[src/rtl/operand_stage_pkg.sv]
// Shared operand-type encoding and register-index width for the operand stage.
package operand_stage_pkg;

  typedef enum logic [1:0] {
    OP_TYPE_NONE = 2'd0,
    OP_TYPE_REG  = 2'd1,
    OP_TYPE_IMM  = 2'd2,
    OP_TYPE_PC   = 2'd3
  } op_type_e;

  localparam int REG_IDX_W = 5;

endpackage

[src/rtl/operand_stage_mux.sv]
// One operand channel: forwarding priority search, pending flag and type select.
module operand_mux
  import operand_stage_pkg::*;
#(
  parameter int XLEN    = 32,
  parameter int NUM_FWD = 2
) (
  input  logic [REG_IDX_W-1:0]         rs,
  input  logic [XLEN-1:0]              regdata,
  input  logic [XLEN-1:0]              imm,
  input  logic [XLEN-1:0]              pc,
  input  logic [1:0]                   op_type,
  input  logic [NUM_FWD-1:0]           fwd_we,
  input  logic [NUM_FWD-1:0]           fwd_pend,
  input  logic [NUM_FWD*REG_IDX_W-1:0] fwd_rd,
  input  logic [NUM_FWD*XLEN-1:0]      fwd_data,
  output logic [XLEN-1:0]              operand,
  output logic                         pend
);

  logic [XLEN-1:0] reg_val;
  logic            reg_pend;

  always_comb begin
    reg_val  = regdata;
    reg_pend = 1'b0;
    // Scan oldest to youngest so the youngest (lowest index) match is the last write.
    for (int j = NUM_FWD - 1; j >= 0; j--) begin
      if (fwd_we[j] && (rs != '0) && (fwd_rd[j*REG_IDX_W +: REG_IDX_W] == rs)) begin
        reg_val  = fwd_data[j*XLEN +: XLEN];
        reg_pend = fwd_pend[j];
      end
    end

    operand = '0;
    pend    = 1'b0;
    case (op_type_e'(op_type))
      OP_TYPE_REG: begin
        operand = reg_val;
        pend    = reg_pend;
      end
      OP_TYPE_IMM: operand = imm;
      OP_TYPE_PC:  operand = pc;
      default:     operand = '0;
    endcase
  end

endmodule

[src/rtl/operand_stage.sv]
// Operand-select pipeline stage: per-operand bypass muxes, load-use stall,
// valid/ready output register and saturating stall counter.
module operand_stage
  import operand_stage_pkg::*;
#(
  parameter int XLEN    = 32,
  parameter int NUM_OPS = 2,
  parameter int NUM_FWD = 2,
  parameter int CNT_W   = 16
) (
  input  logic                         clk,
  input  logic                         rst_n,
  input  logic                         in_valid,
  output logic                         in_ready,
  input  logic [NUM_OPS*REG_IDX_W-1:0] rs,
  input  logic [NUM_OPS*XLEN-1:0]      regdata,
  input  logic [XLEN-1:0]              imm,
  input  logic [XLEN-1:0]              pc,
  input  logic [NUM_OPS*2-1:0]         op_type,
  input  logic [NUM_FWD-1:0]           fwd_we,
  input  logic [NUM_FWD-1:0]           fwd_pend,
  input  logic [NUM_FWD*REG_IDX_W-1:0] fwd_rd,
  input  logic [NUM_FWD*XLEN-1:0]      fwd_data,
  input  logic                         flush,
  output logic                         out_valid,
  input  logic                         out_ready,
  output logic [NUM_OPS*XLEN-1:0]      op,
  output logic [CNT_W-1:0]             stall_cnt
);

  logic [NUM_OPS*XLEN-1:0] sel_ops;
  logic [NUM_OPS-1:0]      op_pend;
  logic                    hazard;
  logic                    capture;

  logic                    out_valid_q, out_valid_d;
  logic [NUM_OPS*XLEN-1:0] op_q, op_d;
  logic [CNT_W-1:0]        stall_cnt_q, stall_cnt_d;

  function automatic logic [CNT_W-1:0] sat_inc(input logic [CNT_W-1:0] v);
    return (v == '1) ? v : v + CNT_W'(1);
  endfunction

  for (genvar k = 0; k < NUM_OPS; k++) begin : g_op
    operand_mux #(
      .XLEN    (XLEN),
      .NUM_FWD (NUM_FWD)
    ) u_mux (
      .rs       (rs[k*REG_IDX_W +: REG_IDX_W]),
      .regdata  (regdata[k*XLEN +: XLEN]),
      .imm      (imm),
      .pc       (pc),
      .op_type  (op_type[k*2 +: 2]),
      .fwd_we   (fwd_we),
      .fwd_pend (fwd_pend),
      .fwd_rd   (fwd_rd),
      .fwd_data (fwd_data),
      .operand  (sel_ops[k*XLEN +: XLEN]),
      .pend     (op_pend[k])
    );
  end

  assign hazard   = in_valid && (|op_pend);
  assign in_ready = (!out_valid_q || out_ready) && !hazard;
  assign capture  = in_valid && in_ready && !flush;

  always_comb begin
    out_valid_d = out_valid_q;
    op_d        = op_q;
    if (flush) begin
      out_valid_d = 1'b0;
    end else if (capture) begin
      out_valid_d = 1'b1;
      op_d        = sel_ops;
    end else if (out_ready) begin
      out_valid_d = 1'b0;
    end
    // Stalls are counted even on flush cycles.
    stall_cnt_d = hazard ? sat_inc(stall_cnt_q) : stall_cnt_q;
  end

  always_ff @(posedge clk or negedge rst_n) begin
    if (!rst_n) begin
      out_valid_q <= 1'b0;
      op_q        <= '0;
      stall_cnt_q <= '0;
    end else begin
      out_valid_q <= out_valid_d;
      op_q        <= op_d;
      stall_cnt_q <= stall_cnt_d;
    end
  end

  assign out_valid = out_valid_q;
  assign op        = op_q;
  assign stall_cnt = stall_cnt_q;

endmodule

[config.mk]
export PLATFORM = sky130hd
export DESIGN_NAME = operand_stage
export DESIGN_NICKNAME = d
export VERILOG_FILES = /design/src/rtl/operand_stage_pkg.sv /design/src/rtl/operand_stage_mux.sv /design/src/rtl/operand_stage.sv
export SDC_FILE = /design/constraint.sdc
export NUM_CORES = 1
export LEC_CHECK = 0
export CORE_ASPECT_RATIO = 1.25
export CORE_MARGIN = 4
export CORE_UTILIZATION = 35
export DETAILED_ROUTE_END_ITERATION = 6
export GPL_ROUTABILITY_DRIVEN = 0
export PLACE_DENSITY_LB_ADDON = 0.15
export REMOVE_ABC_BUFFERS = 1
export SYNTH_ARGS = -nofsm -noshare
export SYNTH_HDL_FRONTEND = slang
export SYNTH_HIERARCHICAL = 1
export SYNTH_SLANG_ARGS = --single-unit
[constraint.sdc]
create_clock -name clk -period 5.1 [get_ports clk]
set_input_delay 1.53 -clock clk [delete_from_list [all_inputs] [get_ports clk]]
set_output_delay 1.53 -clock clk [all_outputs]
set_load 0.005 [all_outputs]
Word level (Yosys, flattened, before mapping)
Index checks and enable logic that the tools add are counted.
Cells by class
  add/subtract/negate cells: 1
  eq/ne operators: 11
  multiplexer cells: 15
  bitwise gates (word level): 2
  reductions and logical operators: 22
Operators with widths (number)
  one-hot mux 32 bit (3 select lines): 2
  2-to-1 mux 32 bit: 4
  == test 5 bit: 4
  adder 16 x 1 -> 16 bit (second input constant): 1
  == test 16 bit (second input constant): 1
  logical AND 1 bit: 12
  nonzero test 5 bit: 2
  2-to-1 mux 1 bit: 9
  == test 2 bit (second input constant): 4
  == test 2 x 1 -> 1 bit (second input constant): 2
  AND reduction 2 bit: 2
  logical NOT 1 bit: 3
  nonzero test 3 bit: 1
  NOT 1 bit: 2
  OR reduction 2 bit: 1
  logical OR 1 bit: 1
Word-level totals
  flip-flop bits (word level): 81
  input bits: 225
  output and inout port bits: 82
  word-level logic and storage cells: 54

Longest topological paths before layout
Gate-level depths: netlist (run 1).
  word-level depth: 14
  depth in mapped cells: 12

By module
The synthesis (run 1) kept the hierarchy.
Modules (own cells, without submodules)
  operand_stage: instances 1, cells each 218, area an instance 3478.3 um^2
  operand_mux: instances 2, cells each 202, area an instance 1709.1 um^2

Least setup slack after synthesis (run 1)
No wires, ideal clock.
  path kind: input to output
  start: in rs[6]
  end: out in_ready
  data arrival time: 2.946 ns
  required time: 3.570 ns
  setup slack: 0.624 ns
  stages on the path: 8
  cell sequence: or4_4 -> nor2_4 -> nor3_4 -> buf_6 -> nand3_1 -> a21boi_1 -> o21a_4 -> nor2b_4
Between the ends
  cells in the longest elaborated chain, start to end: 10
  elaborated cells between the ends (all ways): 14
Ends and longest elaborated chain
  start: declaration: RTL line operand_stage.sv:15  | input logic [NUM_OPS*REG_IDX_W-1:0] rs,
  nonzero test 5 bit: RTL line operand_stage_mux.sv:29  | if (fwd_we[j] && (rs != '0) && (fwd_rd[j*REG_IDX_W +: REG_IDX_W] == rs)) begin
  logical AND 1 bit (2 in a row): RTL line operand_stage_mux.sv:29
  2-to-1 mux 1 bit: RTL line operand_stage_mux.sv:29
  2-to-1 mux 1 bit (*): RTL line operand_stage_mux.sv:29
  2-to-1 mux 1 bit (*): RTL line operand_stage_mux.sv:37  | case (op_type_e'(op_type))
  net op_pend[1]: RTL line operand_stage.sv:32  | logic [NUM_OPS-1:0] op_pend;
  OR reduction 2 bit (*): RTL line operand_stage.sv:63  | assign hazard = in_valid && (|op_pend);
  logical AND 1 bit (*): RTL line operand_stage.sv:63
  logical NOT 1 bit (*): RTL line operand_stage.sv:64  | assign in_ready = (!out_valid_q || out_ready) && !hazard;
  logical AND 1 bit (*): RTL line operand_stage.sv:64
  end: declaration: RTL line operand_stage.sv:14  | output logic in_ready,
The timed path passes the listed nets; every way through them passes the cells marked *.

Final worst setup path (run 1)
  start: in rs[1]
  end: out in_ready
The elaborated chain is that of the path after synthesis.

==> results of run 1 <==
## cell usage in the layout, fill, tap and decap left out, types with 2 or more instances in the layout
master / count
clkdlybuf4s50_1: 296
dfrtp_1: 81
mux2_2: 80
nand2_1: 77
inv_1: 65
mux2i_1: 64
o221ai_2: 60
mux2_4: 49
buf_4: 34
xnor2_1: 24
nand4_1: 11
clkbuf_16: 9
xor2_1: 8
and3_1: 5
a21oi_1: 5
dlygate4sd2_1: 5
nor3_1: 4
o221ai_1: 4
and4_1: 3
nand3_1: 3
nor2_1: 3
buf_12: 3
nor3_2: 2
clkinv_4: 2
inv_6: 2
or4_4: 2
nor2_4: 2
nor2b_1: 2
nand2_2: 2
or3_4: 2
nand2_4: 2
nor3_4: 2
a21boi_2: 2
buf_2: 2
dlymetal6s2s_1: 2
## flip-flops by register name, summed over array words and instances, names as in the netlist
register,count
out_valid,1
op,64
stall_cnt,16
## layer usage
layer	vias up	track usage	share of wire	wire length, um
li1	2882	-	-	-
met1	2896	0.233	0.38	9110
met2	204	0.404	0.54	12800
met3	28	0.0469	0.059	1420
met4	2	0.0739	0.023	557
met5	-	0	0.00079	19
## cell usage after synthesis (all sizes together), types with 2 or more instances
cell      n  area share
mux2    130        0.24
dfrtp    81        0.29
nand2    81       0.046
inv      65       0.035
mux2i    64       0.093
o221ai   64        0.14
buf      27       0.038
xnor2    25       0.032
clkbuf   14      0.0076
nand4    12       0.012
nor3      8       0.011
xor2      8       0.010
a21oi     5      0.0036
and3      5      0.0045
nor2      5      0.0049
nand3     4      0.0029
a21boi    3      0.0033
and4      3      0.0038
nor2b     3      0.0038
or3       3      0.0042
or4       2      0.0033
## power by group
group          switching [W]  total [W]  internal, W
Clock               0.000307   0.000695     0.000389
Combinational       0.000312   0.000888     0.000576
Sequential         0.0000624   0.000811     0.000749
Total               0.000681    0.00239      0.00171
## worst max-delay path by stage
| stage | to | slack, ps | cells past startpoint |
|---|---|---|---|
| after floorplan | op[40] | -1420 | 9 |
| after global routing | in_ready | 9 | 10 |
| after detailed placement | in_ready | -260 | 10 |
| after CTS | in_ready | 30 | 9 |
| after global placement | in_ready | -250 | 9 |
| final | in_ready | 100 | 10 |
## what timing repair did
action | in CTS | in global routing
pin swaps | 4 | 6
setup endpoints to repair | 1 | 1
setup buffers | 0 | 1
gates resized for setup | 7 | 4
cloned | 0 | 0
## stage by stage
| stage | cell area [um2] | TNS [ps] | instances |
|---|---|---|---|
| after CTS | 10600 | 0 | 1203 |
| final | 10600 | 0 | 1204 |
| after floorplan | 6580 | -87770 | 581 |
| after detailed placement | 10300 | -258 | 1187 |
| after global routing | 10600 | 0 | 1204 |
| after global placement | 10300 | -252 | 1187 |
## cell families after synthesis
kind of cell / after synthesis / synth area share
buffers and inverters: 106 / 0.0807
XOR/XNOR: 33 / 0.0419
flip-flops: 81 / 0.294
multiplexers: 194 / 0.332
AO/OA/AOI/OAI: 77 / 0.149
adder cells (fa/ha/maj): 1 / 0.00181
AND/OR/NAND/NOR: 130 / 0.101
## worst max-delay path: cells and delay by family
family                    cells  cell delay [ps]
AOI/OAI and AO/OA             2              290
xor gates and xnor gates      1              100
buffers and inverters         3              850
and+or+nand+nor               4              700
## cell type report
type | count | area share
Inverter | 65 | 0.0230
Clock buffer | 9 | 0.0212
Timing Repair Buffer | 342 | 0.317
Sequential cell | 81 | 0.191
Clock inverter | 7 | 0.00790
Tap cell | 265 | 0.0313
Multi-Input combinational cell | 435 | 0.409
==> results.tsv, run 1 <==
metric	value	unit
RR Endpoint	op[16]	
CP cell instances	clkdlybuf4s50_1 > buf_4 > xnor2_2 > nand4_1 > or3_4 > nand3_2 > a21boi_2 > o21a_4 > nor2b_4 > dlygate4sd2_1	
final core occ	0.547	
Initial Utilization	0.356	
Layout area overhead	53.8	%
Horiz. Die Dim	134	um
hold_sp	op[63]	
r2r setup slk	3350	ps
Hold Vio Cnt, Final	0	
Nets	1160	
Main synth FF type	dfrtp_1	
reg2reg path depth	5	
hold endpoint	op[63]	
GRT Total Usage	0.213	
Root Buffer Master	clkbuf_16	
critical path peak fanout	2	
Port Buffers	306	
pwr dens	226	nW/um2
f_max	200	MHz
Critical Path AT	3470	ps
RSZ-0062 raised after global routing	no	
worst skew pair latency	350	ps
largest net degree at the start of global routing	61	
slowest CP cell	clkdlybuf4s50_1	
Clock Sinks	81	
first drt pass iteration count	5	
Pwr Total	0.00239	W
path type of the worst setup path	input pin to primary output	
Max-Cap Viols	0	
vias after detailed routing	6012	
Worst Hold Class	register to register	
WL/cell	19.9	um
synth warn	6	
Worst setup SP type	input pin	
vias in the first global route	6397	
Seq/Total Area, Yosys	0.294	
Ports	307	
post-synthesis register bit count	81	
area of the multi-input gates	4340	um2
clock tree buffer depth	2	
Worst Tran Pin Value	848	ps
CTS tree	yes	
Post-Synthesis Cells	622	
Worst-path clk slew	70	ps
DRC Markers	0	
Placement Setup Slack	-258	ps
register area	2030	um2
hold depth	1	
initial antenna violation count	1	
max-slew violations	0	
TritonCTS Buffers	9	
Syn Area/Cell	11.1	um2
Post-DRT Antenna Nets	0	
H-Tree Depth	3	
Async SR Flop Fraction	1.00	
Iter 0 DRT Violations	178	
minimum clock period	5000	ps
post-DR vias/cell	4.99	
EDFF count, synth	0	
final worst path period share	0.981	
crit path launch	rs[1]	
critical path required time	3570	ps
Post-CTS Hold Fix Bufs	0	
die span in y	165	um
hold_ws	503	ps
Worst R2R Start	out_valid	
first-pass GRT wire length	35800	um
Detail Placement HPWL	17700	um
clock skew	8.95	ps
# setup viols final	0	
status	finished, final reports clean	
cell area after synthesis	6900	um2
drt total wl	24000	um
FP Rows	57	
share of layout cells above drive strength 1	0.283	
Final WS setup	96.5	ps
max incr delay on CP	480	ps
Netlist cell types	44	
crit path capture type	primary output	
Core Box Area	19400	um2
gr ovfl total	0	
Leak	4.44	nW
ant diodes	0	
maximum VDD drop	0.140	mV
Worst slew margin	0.435	
area of the die	22000	um2
fillers	1806	
(Power assumes the default switching activity.)
==> run 2, diff against run 1 <==
--- a/config.mk
+++ b/config.mk
@@ -8,10 +8,12 @@
 export CORE_ASPECT_RATIO = 1.25
 export CORE_MARGIN = 4
 export CORE_UTILIZATION = 35
+export CTS_CLUSTER_SIZE = 24
 export DETAILED_ROUTE_END_ITERATION = 6
 export GPL_ROUTABILITY_DRIVEN = 0
 export PLACE_DENSITY_LB_ADDON = 0.15
 export REMOVE_ABC_BUFFERS = 1
+export SLEW_MARGIN = 20
 export SYNTH_ARGS = -nofsm -noshare
 export SYNTH_HDL_FRONTEND = slang
 export SYNTH_HIERARCHICAL = 1
==> constraint.sdc (replaced) <==
create_clock -name clk -period 6.45 [get_ports clk]
set_input_delay 1.935 -clock clk [delete_from_list [all_inputs] [get_ports clk]]
set_output_delay 1.935 -clock clk [all_outputs]
set_load 0.005 [all_outputs]
==> run 2 against run 1 <==
Clock skew is 6.5 ps higher. Sequential cell count stayed put. Register-to-register slack better by 1200 ps. Design area is 2.4% lower. Die area stayed put. Sequential power is 21% lower. Setup slack better by 70 ps. Global-route usage hardly changed. Power is 22% lower. Critical endpoint unchanged. Utilization is 1.3 points lower. Sequential share of layout area is 0.47 points higher. Cell count is 2.1% lower.
==> results.tsv, run 2 (synthesis gave the netlist of run 1 again) <==
metric	value	unit
WP buf/inv	2	
share of layout cells above drive strength 1	0.259	
placed insts	1163	
Worst R2R Start	out_valid	
final worst path period share	0.974	
Leak	4.27	nW
CTS resizes	0	
WL/cell	20.2	um
met2 Use GR	0.390	
clock skew	15.5	ps
Horiz. Die Dim	134	um
ant diodes	0	
RSZ-0062 raised after global routing	no	
Detail Placement HPWL	17300	um
worst skew pair latency	350	ps
maximum VDD drop	0.111	mV
Switching Power	0.000520	W
largest net degree at the start of global routing	45	
post-DR vias/cell	4.99	
max incr delay on CP	580	ps
crit path launch	rs[1]	
gr ovfl total	0	
Clock Power Share	0.286	
FP Rows	57	
Initial Utilization	0.356	
Hold Vio Cnt, Final	0	
commonest non-fill, non-tap cells in the layout	clkdlybuf4s50_1, dfrtp_1, mux2_2, nand2_1, inv_1	
max FFs per register	64	
Post-CTS Setup Inserts	0	
crit path capture type	primary output	
max-slew violations	0	
Worst-path clk slew	70	ps
Worst slew margin	0.432	
sequential share of power	0.344	
Worst Hold Class	register to register	
CP cell instances	clkdlybuf4s50_1 > or4_4 > nor2_4 > or3_4 > nand3_1 > a21boi_1 > o21a_4 > nor2b_4 > clkdlybuf4s50_1	
H-Tree Depth	3	
Root Buffer Master	clkbuf_16	
clock tree buffer depth	2	
first-pass GRT wire length	36000	um
grt met1 use	0.245	
GRT Total Usage	0.213	
Most Used Layer, Global Route	met2	
critical path required time	4510	ps
Port Buffers	306	
critical path peak fanout	9	
Logic pwr share	0.370	
pwr dens	180	nW/um2
met3 Use GR	0.0503	
vias in the first global route	6300	
CTS tree	yes	
die span in y	165	um
Layout area overhead	50.1	%
Placement Setup Slack	155	ps
status	finished, final reports clean	
# setup viols final	0	
most common cell after layout, fill and taps aside	clkdlybuf4s50_1	
minimum clock period	6280	ps
CP delay by family, top	simple AND/OR/NAND/NOR gates	
f_max	159	MHz
initial antenna violation count	0	
Layout Cells excl Fill	1179	
Critical Path AT	4350	ps
Post-CTS Hold Fix Bufs	0	
Int Pwr	0.00134	W
hold_sp	op[43]	
Max-Cap Viols	0	
first drt pass iteration count	4	
Final WS setup	167	ps
Sw Ratio	0.279	
Iter 0 DRT Violations	213	
Clock Sinks	81	
Nets	1135	
DRC Markers	0	
Crit path top cell by count	clkdlybuf4s50_1	
Core Box Area	19400	um2
TritonCTS Buffers	9	
Ports	307	
slowest CP cell	or4_4	
Post-DRT Antenna Nets	0	
vias after detailed routing	5884	
Worst Tran Pin Value	848	ps
area of the die	22000	um2
path type of the worst setup path	input pin to primary output	
Worst setup SP type	input pin	
drt total wl	23800	um
-- run 2: worst paths after layout --
check	to	slack [ps]	cells past startpoint
worst max-delay path	in_ready	170	9
worst min-delay path	op[43]	510	1
worst max register to register	op[46]	4600	5
worst min register to register	op[43]	510	1
max in group asynchronous	op[63]	3870	2
min in group asynchronous	op[62]	1570	1
-- run 2: metrics by stage --
step | power, W | hold slack (ps) | setup TNS, ps | utilization | cell area, um2
finish | 0.00186 | 506 | 0 | 0.534 | 10400
global placement | 0.00134 | 487 | 0 | 0.518 | 10100
detailed placement | 0.00134 | 492 | 0 | 0.518 | 10100
floorplan | 0.000930 | 502 | -26310 | - | 6580
CTS | 0.00189 | 510 | 0 | 0.534 | 10400
global route | 0.00196 | 518 | 0 | 0.534 | 10400
-- run 2: per-layer routing --
layer / routed length (um) / vias up
li1: - / 2852
met1: 9470 / 2824
met2: 12400 / 181
met3: 1520 / 27
met4: 480 / 0
met5: 0 / -
-- run 2: cell type report --
cell class / count / area (um2)
Clock buffer: 9 / 225
Clock inverter: 7 / 75.1
Fill cell: 1840 / 9040
Inverter: 65 / 244
Multi-Input combinational cell: 435 / 4320
Sequential cell: 81 / 2030
Tap cell: 265 / 332
Timing Repair Buffer: 317 / 3130
-- run 2: power by group through the flow --
stage          Combinational [W]  Clock [W]  Sequential [W]
3_3_place_gp            0.000694          0        0.000646
5_1_grt                 0.000737   0.000568        0.000652
3_5_place_dp            0.000698          0        0.000645
6_report                0.000690   0.000534        0.000640
2_1_floorplan           0.000279          0        0.000651
4_1_cts                 0.000699   0.000549        0.000640
